$ cat config.mk
export PLATFORM = sky130hd
export DESIGN_NAME = fw_ip3_cfg_chain_ctrl
export DESIGN_NICKNAME = d
export VERILOG_FILES = /design/src/rtl/fw_ip3_cfg_chain_ctrl.sv
export SDC_FILE = /design/constraint.sdc
export NUM_CORES = 1
export LEC_CHECK = 0
export ABC_AREA = 1
export CAP_MARGIN = 20
export CORE_MARGIN = 1.5
export CORE_UTILIZATION = 35
export CTS_CLUSTER_SIZE = 40
export DETAILED_ROUTE_END_ITERATION = 16
export DONT_BUFFER_PORTS = 1
export SLEW_MARGIN = 25
export SYNTH_ARGS = -nofsm -noshare
export SYNTH_HDL_FRONTEND = slang
export SYNTH_SLANG_ARGS = --single-unit
$ cat constraint.sdc
create_clock -name fw_clk -period 3.56 [get_ports fw_clk]
set_input_delay 0.712 -clock fw_clk [delete_from_list [all_inputs] [get_ports fw_clk]]
set_output_delay 0.712 -clock fw_clk [all_outputs]
set_load 0.02 [all_outputs]
$ cat src/rtl/fw_ip3_cfg_chain_ctrl.sv
// IP3 configuration shift-chain sequencer: shifts a SW-written image out LSB first,
// captures the chain return into a readback image, then pulses the active-low load strobe.
module fw_ip3_cfg_chain_ctrl #(
   parameter int CFG_WORDS = 3,
   parameter int DIV_WIDTH = 8,
   parameter int LOAD_LEN  = 4
) (
   input  logic                                 fw_clk,
   input  logic                                 fw_rst,
   input  logic                                 cfg_wr_en,
   input  logic [$clog2(CFG_WORDS)-1:0]         cfg_wr_addr,
   input  logic [31:0]                          cfg_wr_data,
   input  logic [$clog2(CFG_WORDS)-1:0]         cfg_rd_addr,
   output logic [31:0]                          cfg_rd_data,
   input  logic [DIV_WIDTH-1:0]                 half_period,
   input  logic [$clog2(CFG_WORDS*32+1)-1:0]    nbits,
   input  logic                                 start,
   input  logic                                 status_clear,
   output logic                                 busy,
   output logic                                 done,
   output logic                                 err_start_busy,
   output logic                                 err_len,
   output logic                                 fw_config_clk,
   output logic                                 fw_config_in,
   output logic                                 fw_config_load,
   input  logic                                 fw_config_out
);

   localparam int TOTAL = CFG_WORDS * 32;
   localparam int AW    = $clog2(CFG_WORDS);
   localparam int NW    = $clog2(TOTAL + 1);
   localparam int LW    = $clog2(LOAD_LEN + 1);
   localparam int CW    = (DIV_WIDTH > LW) ? DIV_WIDTH : LW;

   localparam logic [NW-1:0] TOTAL_N   = NW'(TOTAL);
   localparam logic [NW-1:0] K_ONE     = NW'(1);
   localparam logic [CW-1:0] CNT_ONE   = CW'(1);
   localparam logic [AW-1:0] LAST_WORD = AW'(CFG_WORDS - 1);

   localparam logic [2:0] S_IDLE       = 3'd0;
   localparam logic [2:0] S_SHIFT_LO   = 3'd1;
   localparam logic [2:0] S_SHIFT_HI   = 3'd2;
   localparam logic [2:0] S_LOAD_SETUP = 3'd3;
   localparam logic [2:0] S_LOAD       = 3'd4;

   logic [2:0]           state;
   logic [DIV_WIDTH-1:0] h_q;
   logic [NW-1:0]        n_q;
   logic [NW-1:0]        k;
   logic [CW-1:0]        cnt;
   logic [31:0]          image    [CFG_WORDS];
   logic [31:0]          readback [CFG_WORDS];

   logic [DIV_WIDTH-1:0] h_eff;
   logic [CW-1:0]        h_reload;
   logic [NW-1:0]        k_next;
   logic                 nbits_ok;
   logic                 wr_addr_ok;
   logic                 rd_addr_ok;
   logic                 first_bit;
   logic                 cnt_zero;
   logic                 last_bit;

   // A same-cycle write to word 0 must reach the wire together with the start.
   always_comb begin
      h_eff      = (half_period == '0) ? DIV_WIDTH'(1) : half_period;
      h_reload   = CW'(h_q) - CNT_ONE;
      k_next     = k + K_ONE;
      nbits_ok   = (nbits != '0) && (nbits <= TOTAL_N);
      wr_addr_ok = (cfg_wr_addr <= LAST_WORD);
      rd_addr_ok = (cfg_rd_addr <= LAST_WORD);
      first_bit  = (cfg_wr_en && (cfg_wr_addr == '0)) ? cfg_wr_data[0] : image[0][0];
      cnt_zero   = (cnt == '0);
      last_bit   = (k == (n_q - K_ONE));
   end

   always_ff @(posedge fw_clk) begin
      if (fw_rst) begin
         state          <= S_IDLE;
         h_q            <= '0;
         n_q            <= '0;
         k              <= '0;
         cnt            <= '0;
         busy           <= 1'b0;
         done           <= 1'b0;
         err_start_busy <= 1'b0;
         err_len        <= 1'b0;
         cfg_rd_data    <= '0;
         fw_config_clk  <= 1'b0;
         fw_config_in   <= 1'b0;
         fw_config_load <= 1'b1;
         for (int i = 0; i < CFG_WORDS; i++) begin
            image[i]    <= '0;
            readback[i] <= '0;
         end
      end else begin
         cfg_rd_data <= rd_addr_ok ? readback[cfg_rd_addr] : '0;

         // Clear first so that any set condition in the same cycle overrides it.
         if (status_clear) begin
            done           <= 1'b0;
            err_start_busy <= 1'b0;
            err_len        <= 1'b0;
         end
         if ((state != S_IDLE) && (start || cfg_wr_en))
            err_start_busy <= 1'b1;
         if ((state == S_IDLE) && cfg_wr_en && wr_addr_ok)
            image[cfg_wr_addr] <= cfg_wr_data;

         case (state)
            S_IDLE: begin
               if (start) begin
                  if (nbits_ok) begin
                     h_q          <= h_eff;
                     n_q          <= nbits;
                     k            <= '0;
                     cnt          <= CW'(h_eff) - CNT_ONE;
                     busy         <= 1'b1;
                     fw_config_in <= first_bit;
                     state        <= S_SHIFT_LO;
                  end else begin
                     err_len <= 1'b1;
                  end
               end
            end
            S_SHIFT_LO: begin
               if (cnt_zero) begin
                  fw_config_clk <= 1'b1;
                  cnt           <= h_reload;
                  state         <= S_SHIFT_HI;
               end else begin
                  cnt <= cnt - CNT_ONE;
               end
            end
            S_SHIFT_HI: begin
               if (cnt_zero) begin
                  readback[k[NW-1:5]][k[4:0]] <= fw_config_out;
                  fw_config_clk <= 1'b0;
                  cnt           <= h_reload;
                  if (last_bit) begin
                     state <= S_LOAD_SETUP;
                  end else begin
                     k            <= k_next;
                     fw_config_in <= image[k_next[NW-1:5]][k_next[4:0]];
                     state        <= S_SHIFT_LO;
                  end
               end else begin
                  cnt <= cnt - CNT_ONE;
               end
            end
            S_LOAD_SETUP: begin
               if (cnt_zero) begin
                  fw_config_load <= 1'b0;
                  cnt            <= CW'(LOAD_LEN - 1);
                  state          <= S_LOAD;
               end else begin
                  cnt <= cnt - CNT_ONE;
               end
            end
            S_LOAD: begin
               if (cnt_zero) begin
                  fw_config_load <= 1'b1;
                  fw_config_in   <= 1'b0;
                  busy           <= 1'b0;
                  done           <= 1'b1;
                  state          <= S_IDLE;
               end else begin
                  cnt <= cnt - CNT_ONE;
               end
            end
            default: state <= S_IDLE;
         endcase
      end
   end

endmodule

==> results.md <==
* Post-CTS Hold Fix Bufs at 0
* Dominant synthesized flop cell: edfxtp_1
* Hold Path Class: in -> reg
* Hold Path Stages at 1
* Layout cells sized above 1 at 6.42%
* DRT iter0 DRCs at 776
* Synthesis-stage register bit count at 328
* Num ports at 96
* RR Startpoint: cnt[0]
* # clock sinks at 328
* Setup CP Type: reg -> reg
* Largest net degree at the start of global routing at 86
* Setup TNS at 0 ns
* GR Layer Usage met3 at 3.84%
* Die area at between 0.04 and 0.05 mm^2
* RePlAce Congestion at 0.801
* Post-CTS Setup Inserts at 0
* Max Fclk at 0.362 GHz
* Post-synth top area share at 50.5%
* CTS Buf Count at 39
* Final Max Slew Viols at 0
* Vias/cell at 5.10
* Post-synth cell types at 44
* Worst reg-to-reg path cell count at 10
* CTS resizes at 0
* Final critical-path share of the clock period at 77.6%
* Final setup fails at 0
* Maximum root-to-sink buffer count at 3
* Register-to-register setup slack at 0.80 ns
* Vias in the first global route at between 10,000 and 15,000
* Worst-Skew Late Latency at about 0.54 ns
* DRT Wirelength at just under 40 mm
* HPWL Detailed at 22.2 mm
* Vert. Die Dim at 212 um
* Setup WS pre-CTS at approximately 0.81 ns
* FP Rows at 76
* Drc violations at 0
* Crit-path max FO at 16
* CP endpoint kind: flip-flop
* Met1 usage at 21.6%
* Most frequent cells in the layout: 293 x nor2_1, 256 x edfxtp_1, 203 x nand2_1
* Worst-Margin Slew at 0.888 ns
* GR peak layer: met2
* Starting Density at 35.4%
* ANT cells at 0
* Leakage at between 6 and 7 nW
* Root buf cell: clkbuf_16
* TritonCTS clock tree: done
* Worst setup margin at 0.798 ns
* Worst r2r dst: readback[0][29]
* Avg WL per Cell at 17.1 um
* Status: complete, no violations
* CP required at 3.78 ns
* CP arrival at 2.98 ns
* Period minus WS final at 2.76 ns
* Fin util at about two fifths
* Total vias in the final route at approximately 11,000
* Aggregate global-route resource usage at around 17%
* Slew headroom at 40.7%
* Chip width at 212 um
* Post-Synthesis Cells at 1,652
* Placed cell area at 0.0158 mm^2
* H-tree Lvls at 2
* CP Launch Type: flip-flop
* Post-synthesis async set-or-reset flop share at 0%
* Power Dens Cells at 675 mW/mm^2
* Number of flops mapped to enable cells by yosys at 256
* TritonRoute pass-1 iters at 8
* Area Overhead vs Synth at 12.5%
* Post-route cell area at 0.0171 mm^2
* Worst Hold End: cnt[6]
* Synth Area per Inst at 9.22 um^2
* Global-route wire length before repair at 60.8 mm
* Clock Skew at 0.0171 ns
* Max-Cap Viols at 0
* Clock slew at reported path FFs at 0.06 ns
* Gr ovfl total at 0
* Antenna viol nets, final at 0
* Total core area at 0.0430 mm^2
* Synth warnings at 0
* Nets at 1,702
* Initial antenna violation count at 0
* Worst hold margin at around 0.24 ns
* Commonest non-fill, non-tap cell in the layout: nor2_1
* Fillers at 4,298
* Met2 Track Usage GR at between 20 and 30%
* Peak supply drop at between 300 and 400 uV
* Synth area leader: edfxtp_1
* Area contributors post-synth: edfxtp_1 50%, dfxtp_1 9.5%, nor2_1 7.2%
* Hold Fails Final Rpt at 0
* Seq/Total Area, Yosys at 59.9%
* Hold path start: fw_rst
* IO buf count at 0
* RSZ-0062 raised after global routing: false
* Mapped cell area at roughly 0.015 mm^2
-- power breakdown --
part	switching (W)	internal [W]	total (W)	leakage, nW
Combinational	0.00199	0.000835	0.00282	2.41
Sequential	0.000249	0.00446	0.00471	3.18
Clock	0.00160	0.00243	0.00403	0.628
Total	0.00384	0.00772	0.0116	6.22
-- routing by layer --
layer	routed length, um	vias to the layer above
li1	-	5626
met4	876	0
met1	16400	5449
met2	18500	339
met3	2750	67
met5	0	-
-- stage by stage --
step | cells | total power (W)
2_1_floorplan | 1683 | 0.00684
3_3_place_gp | 2179 | 0.00758
3_5_place_dp | 2180 | 0.00761
4_1_cts | 2252 | 0.0116
5_1_grt | 2252 | 0.0122
6_report | 2252 | 0.0116
-- how the worst max path moves through the flow --
stage | from | depth (start not counted) | slack (ns) | end
finish | cnt[0] | 10 | 0.80 | readback[0][29]
global route | cnt[0] | 10 | 0.52 | readback[2][25]
CTS | cnt[0] | 10 | 0.79 | readback[0][29]
detailed placement | cnt[0] | 10 | 0.81 | readback[2][25]
global placement | cnt[0] | 10 | 0.83 | readback[2][9]
floorplan | fw_rst | 5 | 0.80 | image[0][0]
-- kinds of logic after synthesis --
logic type | synth area share, %
simple gates | 21.7
xor+xnor | 1.44
flops | 59.9
buf+inv | 5.58
other cells | 0.0246
compound gates | 10.6
fa+ha+maj | 0.739
-- registers in the layout, summed over array words and instances, names as in the netlist, 3 cells and up --
name and cells:
cfg_rd_data 32, cnt 8, h_q 8, image 128
k 7, n_q 7, readback 128, state 3
-- cells in the mapped netlist, drive strengths merged (4+ instances only) --
cell type and count:
inv 95, nand4 4, nand3 151, nor3 110
clkbuf 82, nor2 298, dfxtp 72, a211oi 8
buf 31, edfxtp 256, xor2 22, ha 9
nand2 208, o21ai 202, a21oi 78
-- worst max-delay path, cell delays in order, from the launching register on --
cell,delay (ns)
dfxtp_1,0.31
inv_1,0.13
ha_1,0.17
nand3_1,0.08
nor2_1,0.17
inv_2,0.15
nor2_1,0.15
nand2_1,0.17
nor2_2,0.57
nand2_1,0.29
o21ai_0,0.26
-- area by class of cell --
| cell class | instances | area [um^2] | area share [%] |
|---|---|---|---|
| Sequential cell | 328 | 9130 | 53.3 |
| Multi-Input combinational cell | 1146 | 5390 | 31.4 |
| Clock buffer | 53 | 1080 | 6.30 |
| Tap cell | 585 | 732 | 4.27 |
| Inverter | 96 | 360 | 2.10 |
| Timing Repair Buffer | 25 | 233 | 1.36 |
| Clock inverter | 19 | 214 | 1.25 |
Power figures use the tool's default switching activity.
